**src/rtl/fetch_unit.sv**
```systemverilog
// fetch_unit -- instruction-fetch stage.
//
// Owns the fetch PC, issues word requests to instruction memory over a
// valid/ready request channel, and collects in-order responses. The
// responses go into a small registered FIFO. The FIFO head is presented
// downstream as {instr, instr_pc, instr_pc_plus4} under valid/ready.
// A redirect (taken branch/jump) flushes the FIFO, turns every request still
// in flight into a "drop" credit so its late response is discarded, and
// restarts fetch at the target.
//
// Parameters:
//   RESET_PC    first fetch address after reset
//   FIFO_DEPTH  buffer entries (power of 2, >= 2); also caps requests in flight
//
// Ports:
//   clk, rst_n                        core clock, async active-low reset
//   imem_req_valid/ready/addr         fetch request channel (word-aligned addr)
//   imem_rsp_valid/data               in-order response channel
//   instr_valid/ready                 downstream handshake
//   instr, instr_pc, instr_pc_plus4   FIFO head word, its address, address + 4
//   redirect_valid/target             control-stage PC redirect
//   fetch_misalign                    sticky misaligned-redirect flag
//
// Build option:
//   FETCH_MISALIGN_CHECK_EN  when defined, a redirect target with [1:0] != 0
//                            sets fetch_misalign and parks the unit with fetch
//                            disabled until reset. When undefined, the low
//                            target bits are masked and fetch_misalign is 0.

module fetch_unit #(
  parameter logic [31:0] RESET_PC   = 32'h0000_0000,
  parameter int unsigned FIFO_DEPTH = 2
) (
  input  logic        clk,
  input  logic        rst_n,
  output logic        imem_req_valid,
  input  logic        imem_req_ready,
  output logic [31:0] imem_req_addr,
  input  logic        imem_rsp_valid,
  input  logic [31:0] imem_rsp_data,
  output logic        instr_valid,
  input  logic        instr_ready,
  output logic [31:0] instr,
  output logic [31:0] instr_pc,
  output logic [31:0] instr_pc_plus4,
  input  logic        redirect_valid,
  input  logic [31:0] redirect_target,
  output logic        fetch_misalign
);

  localparam int unsigned PW = (FIFO_DEPTH > 1) ? $clog2(FIFO_DEPTH) : 1;
  localparam int unsigned CW = PW + 1;

  typedef enum logic [1:0] {S_IDLE, S_FETCH, S_DRAIN} state_t;

  state_t        state;
  logic [31:0]   fetch_pc;
  logic [31:0]   rsp_pc;        // address belonging to the next kept response
  logic [CW-1:0] outstanding;
  logic [CW-1:0] drop;
  logic [CW-1:0] drop_next;
  logic [CW-1:0] count;
  logic [PW-1:0] rd_ptr;
  logic [PW-1:0] wr_ptr;
  logic [31:0]   fifo_data [FIFO_DEPTH];
  logic [31:0]   fifo_pc   [FIFO_DEPTH];

  logic          credit_ok;
  logic          req_fire;
  logic          rsp_drop;
  logic          rsp_keep;
  logic          push;
  logic          pop;
  logic          park;
  logic [31:0]   target_aligned;

  assign target_aligned = redirect_target & 32'hFFFF_FFFC;

`ifdef FETCH_MISALIGN_CHECK_EN
  logic misalign_q;
  logic bad_target;

  assign bad_target     = redirect_valid && (redirect_target[1:0] != 2'b00);
  assign park           = misalign_q | bad_target;
  assign fetch_misalign = misalign_q;

  always_ff @(posedge clk or negedge rst_n) begin
    if (!rst_n) begin
      misalign_q <= 1'b0;
    end else if (bad_target) begin
      misalign_q <= 1'b1;
    end
  end
`else
  assign park           = 1'b0;
  assign fetch_misalign = 1'b0;
`endif

  // Credit: requests in flight plus buffered words never exceed the buffer
  // size, so every kept response always has a free slot.
  assign credit_ok      = ({1'b0, outstanding} + {1'b0, count}) < (CW+1)'(FIFO_DEPTH);
  assign imem_req_valid = (state == S_FETCH) && !redirect_valid && credit_ok;
  assign imem_req_addr  = fetch_pc & 32'hFFFF_FFFC;
  assign req_fire       = imem_req_valid && imem_req_ready;

  assign rsp_drop    = imem_rsp_valid && (drop != '0);
  assign rsp_keep    = imem_rsp_valid && (drop == '0);
  assign instr_valid = (count != '0);
  assign pop         = instr_valid && instr_ready;
  assign push        = rsp_keep && !redirect_valid;

  assign instr          = fifo_data[rd_ptr];
  assign instr_pc       = fifo_pc[rd_ptr];
  assign instr_pc_plus4 = instr_pc + 32'd4;

  // On redirect every request still in flight becomes a drop credit. A kept
  // response arriving in the redirect cycle has already returned, so it is
  // taken back out of that count. No request issues in a redirect cycle.
  always_comb begin
    drop_next = drop;
    if (rsp_drop) begin
      drop_next = drop_next - CW'(1);
    end
    if (redirect_valid) begin
      drop_next = drop_next + outstanding - CW'(rsp_keep);
    end
  end

  always_ff @(posedge clk or negedge rst_n) begin
    if (!rst_n) begin
      state       <= S_IDLE;
      fetch_pc    <= RESET_PC & 32'hFFFF_FFFC;
      rsp_pc      <= RESET_PC & 32'hFFFF_FFFC;
      outstanding <= '0;
      drop        <= '0;
    end else begin
      drop <= drop_next;
      if (redirect_valid) begin
        fetch_pc    <= target_aligned;
        rsp_pc      <= target_aligned;
        outstanding <= '0;
      end else begin
        if (req_fire) begin
          fetch_pc <= fetch_pc + 32'd4;
        end
        if (rsp_keep) begin
          rsp_pc <= rsp_pc + 32'd4;
        end
        outstanding <= outstanding + CW'(req_fire) - CW'(rsp_keep);
      end

      unique case (state)
        S_IDLE: state <= park ? S_DRAIN : S_FETCH;
        S_FETCH: begin
          if (park || (redirect_valid && (outstanding != '0))) begin
            state <= S_DRAIN;
          end
        end
        S_DRAIN: begin
          if (!park && (drop_next == '0)) begin
            state <= S_FETCH;
          end
        end
        default: state <= S_IDLE;
      endcase
    end
  end

  always_ff @(posedge clk or negedge rst_n) begin
    if (!rst_n) begin
      rd_ptr <= '0;
      wr_ptr <= '0;
      count  <= '0;
      for (int unsigned i = 0; i < FIFO_DEPTH; i++) begin
        fifo_data[i] <= '0;
        fifo_pc[i]   <= '0;
      end
    end else if (redirect_valid) begin
      // Flush: a same-cycle pop has already been taken by the consumer.
      rd_ptr <= wr_ptr;
      count  <= '0;
    end else begin
      if (push) begin
        fifo_data[wr_ptr] <= imem_rsp_data;
        fifo_pc[wr_ptr]   <= rsp_pc;
        wr_ptr            <= wr_ptr + PW'(1);
      end
      if (pop) begin
        rd_ptr <= rd_ptr + PW'(1);
      end
      count <= count + CW'(push) - CW'(pop);
    end
  end

`ifndef SYNTHESIS
  a_no_overflow: assert property (@(posedge clk) disable iff (!rst_n)
    !(push && !pop && (count == CW'(FIFO_DEPTH))));
`endif

endmodule

```
**config.mk**
```make
export PLATFORM = sky130hd
export DESIGN_NAME = fetch_unit
export DESIGN_NICKNAME = d
export VERILOG_FILES = /design/src/rtl/fetch_unit.sv
export SDC_FILE = /design/constraint.sdc
export NUM_CORES = 1
export LEC_CHECK = 0
export CORE_MARGIN = 4
export CORE_UTILIZATION = 34
export CTS_CLUSTER_SIZE = 40
export DETAILED_ROUTE_END_ITERATION = 6
export SYNTH_ARGS = -nofsm -noshare
export SYNTH_HDL_FRONTEND = slang
export SYNTH_SLANG_ARGS = --single-unit
```
**constraint.sdc**
```tcl
create_clock -name clk -period 3.6 [get_ports clk]
set_input_delay 0.36 -clock clk [delete_from_list [all_inputs] [get_ports clk]]
set_output_delay 0.36 -clock clk [all_outputs]
set_load 0.1 [all_outputs]
```
==> impl_metrics.prom <==
# TYPE chip_impl_metric gauge
chip_impl_metric{name="reg2reg_slack",unit="ns"} 0.65
chip_impl_metric{name="yosys_warnings",unit=""} 0
chip_impl_metric{name="tightestPinTransition",unit="ns"} 0.991
chip_impl_metric{name="clock_slew_seen_by_the_registers_of_the_worst_setup_and_hold_paths",unit="ns"} 0.07
chip_impl_metric{name="worst_setup_margin",unit="ns"} 0.178
chip_impl_metric{name="hold_viol_final",unit=""} 0
chip_impl_metric{name="detailedRoute.firstIterationViolations",unit=""} 389
chip_impl_metric{name="route.detailed.vias_per_inst",unit=""} 5.07
chip_impl_info{name="most_common_flop_cell_mapped_by_yosys",value="dfrtp_1"} 1
chip_impl_info{name="timing.critical_path.to_type",value="primary output"} 1
chip_impl_metric{name="post-route-period-util",unit="%"} 95.1
chip_impl_metric{name="required_time_of_the_critical_path",unit="ns"} 3.24
chip_impl_metric{name="synth_edf_count",unit=""} 0
chip_impl_metric{name="chipWidth",unit="um"} 181
chip_impl_info{name="rsz_0062_raised_after_global_routing",value="false"} 1
chip_impl_metric{name="fp-row-count",unit=""} 63
chip_impl_metric{name="cp.buffers_inverters",unit=""} 3
chip_impl_info{name="crit_path_start_kind",value="register"} 1
chip_impl_metric{name="timing.final.max_slew_violations",unit=""} 0
chip_impl_metric{name="core_footprint",unit="mm^2"} 0.0296
chip_impl_info{name="clock_tree_from_tritoncts",value="yes"} 1
chip_impl_info{name="critical_path_s_slowest_cell",value="dfrtp_4"} 1
chip_impl_metric{name="fp.dieArea",unit="mm^2"} 0.0329
chip_impl_metric{name="global_route.overflow_total",unit=""} 0
chip_impl_metric{name="post_route_cells_drive_above_1_share",unit="%"} 34.5
chip_impl_metric{name="timing.final.setup_violations",unit=""} 0
chip_impl_info{name="critical-path-top-delay-family",value="simple AND/OR/NAND/NOR gates"} 1
chip_impl_metric{name="initial_antenna_violation_count",unit=""} 0
chip_impl_metric{name="grt_pass1_wl",unit="mm"} 43.2
chip_impl_metric{name="vias",unit=""} 7485
chip_impl_metric{name="drt-wirelength-per-cell",unit="um"} 18.3
chip_impl_metric{name="cp.arrival",unit="ns"} 3.06
chip_impl_metric{name="clock_latency_at_the_later_pin_of_the_worst_skew_pair",unit="ns"} 0.44
chip_impl_metric{name="syn_inst",unit=""} 890
chip_impl_metric{name="nets",unit=""} 1156
chip_impl_metric{name="ios",unit=""} 201
chip_impl_metric{name="port-buffer-count",unit=""} 191
chip_impl_metric{name="number_of_buffers_inserted_by_hold_repair_at_cts",unit=""} 0
chip_impl_info{name="r2r-start",value="outstanding[0]$_DFF_PN0_"} 1
chip_impl_metric{name="floorplan.initialDensity",unit="%"} 34.5
chip_impl_metric{name="biggest_fanout_along_the_worst_timing_path",unit=""} 19
chip_impl_info{name="critical_path_class",value="register to primary output"} 1
chip_impl_metric{name="place_ws",unit="ns"} 0.466
chip_impl_metric{name="clockBufferDepth",unit=""} 2
chip_impl_metric{name="via_count_of_the_first_global_routing_pass",unit=""} 7543
chip_impl_metric{name="inserted_clock_buffers",unit=""} 17
chip_impl_metric{name="yosysUniqueCellTypes",unit=""} 64
chip_impl_metric{name="drv_cap",unit=""} 0
chip_impl_metric{name="cts_max_level",unit=""} 4
chip_impl_metric{name="worst_path_largest_cell_delay",unit="ns"} 0.62
chip_impl_metric{name="postSynthRegisterBits",unit=""} 194
chip_impl_info{name="cts_root_buf",value="clkbuf_16"} 1
chip_impl_metric{name="die_h",unit="um"} 181
chip_impl_info{name="rr_endpoint",value="fetch_pc[9]$_DFFE_PN0P_"} 1
chip_impl_info{name="final_common_cell",value="dfrtp_1"} 1
chip_impl_metric{name="reg2regPathDepth",unit=""} 8
chip_impl_metric{name="maxClockFrequency",unit="MHz"} 292
chip_impl_metric{name="clock-skew-final",unit="ns"} 0.0152
chip_impl_metric{name="max-slew-margin-rel",unit="%"} 33.7
chip_impl_metric{name="ys_seq_area_share",unit="%"} 47.5
chip_impl_info{name="hold_path_class",value="input port to async pin"} 1
chip_impl_metric{name="period_minus_slack",unit="ns"} 3.42
chip_impl_metric{name="syn2layout_area_growth",unit="%"} 32.1
chip_impl_metric{name="mappedNetlistArea",unit="mm^2"} 0.0102
chip_impl_info{name="run_status",value="finished clean"} 1
chip_impl_metric{name="detail-route-antenna-nets",unit=""} 0
chip_impl_metric{name="clkSinkCount",unit=""} 194
chip_impl_info{name="most_frequent_cells_in_the_layout",value="dfrtp_1 (193), mux2_2 (186), clkdlybuf4s50_1 (96)"} 1
chip_impl_metric{name="grt_max_degree",unit=""} 114
chip_impl_metric{name="drt_pre_antenna_iters",unit=""} 5
chip_impl_info{name="crit_chain",value="mux2i_4 > clkinvlp_4 > ha_4 > nand4_1 > a22oi_2 > buf_4 > and3_4 > and3_1 > xnor2_4 > buf_12"} 1
chip_impl_metric{name="drc_errors",unit=""} 0
chip_impl_metric{name="grt.total_usage",unit="%"} 16.4
chip_impl_metric{name="mean_post_synth_cell_area",unit="um^2"} 11.5
chip_impl_metric{name="hpwl",unit="mm"} 19.8
chip_impl_metric{name="place_congestion",unit=""} 0.805
chip_impl_metric{name="totalWireLength",unit="mm"} 27.0
chip_impl_metric{name="num_antenna_cells",unit=""} 0
chip_impl_metric{name="proportion_of_register_bits_with_asynchronous_set_or_reset_after_synthesis",unit="%"} 100
Yosys cell counts, types with 13 or more instances:
library cell	instances	area share, %
dfrtp_1	194	47
mux2i_1	15	1.5
xor2_1	33	2.8
and3_1	14	0.86
nand2_1	66	2.4
nand4_1	37	2.3
xnor2_1	38	3.3
o21ai_0	26	1.3
nor2_1	34	1.2
inv_1	20	0.73
nand3_1	34	1.7
clkbuf_1	13	0.48
buf_2	21	1.0
mux2_2	186	20
sequential cells by signal, indices dropped and copies added, names as in the netlist:
register,flops
fifo_data,64
fifo_pc,60
fetch_pc,30
rsp_pc,30
count,2
drop,2
outstanding,2
state,2
rd_ptr,1
wr_ptr,1
area by class of cell:
class | instances | area (um^2)
Fill cell | 2789 | 16100
Multi-Input combinational cell | 631 | 5400
Sequential cell | 194 | 4860
Timing Repair Buffer | 208 | 2080
Tap cell | 390 | 488
Clock buffer | 18 | 439
Clock inverter | 13 | 145
Inverter | 23 | 90.1
routing by layer:
| layer | GRT usage, % | part of all wire [%] | vias to the layer above |
|---|---|---|---|
| met5 | 0 | 0 | - |
| met4 | 3.90 | 0.97 | 0 |
| met3 | 3.15 | 4.5 | 16 |
| met2 | 24.0 | 44 | 219 |
| met1 | 25.0 | 51 | 3687 |
| li1 | - | - | 3563 |
worst reg2reg max path, delay by kind of cell (launching register included):
family,cells,cell delay [ns]
and+or+nand+nor,4,1.33
muxes,1,0.26
adders and majority gates,1,0.52
DFF,1,0.42
buffers and inverters,1,0.18
xor gates and xnor gates,1,0.15
metrics by stage:
step / area [um^2] / setup TNS [ns] / std cells / utilization [%] / hold WS [ns]
global placement: 12900 / 0 / 1445 / 43.5 / 0.481
floorplan: 10600 / -6.19 / 896 / - / 0.0644
CTS: 13500 / 0 / 1476 / 45.5 / 0.0934
global route: 13500 / 0 / 1477 / 45.6 / 0.122
detailed placement: 12900 / 0 / 1445 / 43.5 / 0.487
finish: 13500 / 0 / 1477 / 45.6 / 0.0118
timing repair:
action                     4_1_cts  5_1_grt
gates resized for setup          1        2
setup buffers                    0        1
gates cloned                     0        0
setup endpoints to repair        1        3
pin swaps                        0        1
logic make-up after synthesis:
| family | count (synthesis) | synth area share [%] |
|---|---|---|
| and+or+nand+nor | 252 | 13.6 |
| muxes | 201 | 22.0 |
| DFF | 194 | 47.5 |
| AOI/OAI and AO/OA | 89 | 6.17 |
| xor gates and xnor gates | 71 | 6.08 |
| buffers and inverters | 71 | 3.30 |
| adders and majority gates | 11 | 1.42 |
| other | 1 | 0.0367 |
how the worst max path moves through the flow:
stage,depth (start not counted),to,slack (ns),from
6_report,10,instr_pc_plus4[26],0.18,rd_ptr$_DFFE_PN0P_
2_1_floorplan,11,instr_pc_plus4[26],-0.74,rd_ptr$_DFFE_PN0P_
5_1_grt,7,instr_pc_plus4[28],0.03,rd_ptr$_DFFE_PN0P_
3_3_place_gp,7,instr_pc_plus4[23],0.49,rd_ptr$_DFFE_PN0P_
3_5_place_dp,7,instr_pc_plus4[23],0.47,rd_ptr$_DFFE_PN0P_
4_1_cts,9,instr_pc_plus4[30],0.12,rd_ptr$_DFFE_PN0P_
Power is left out: the tool's default activity adds up to more than one toggle a clock period on the data nets, which glitch-free logic cannot reach.
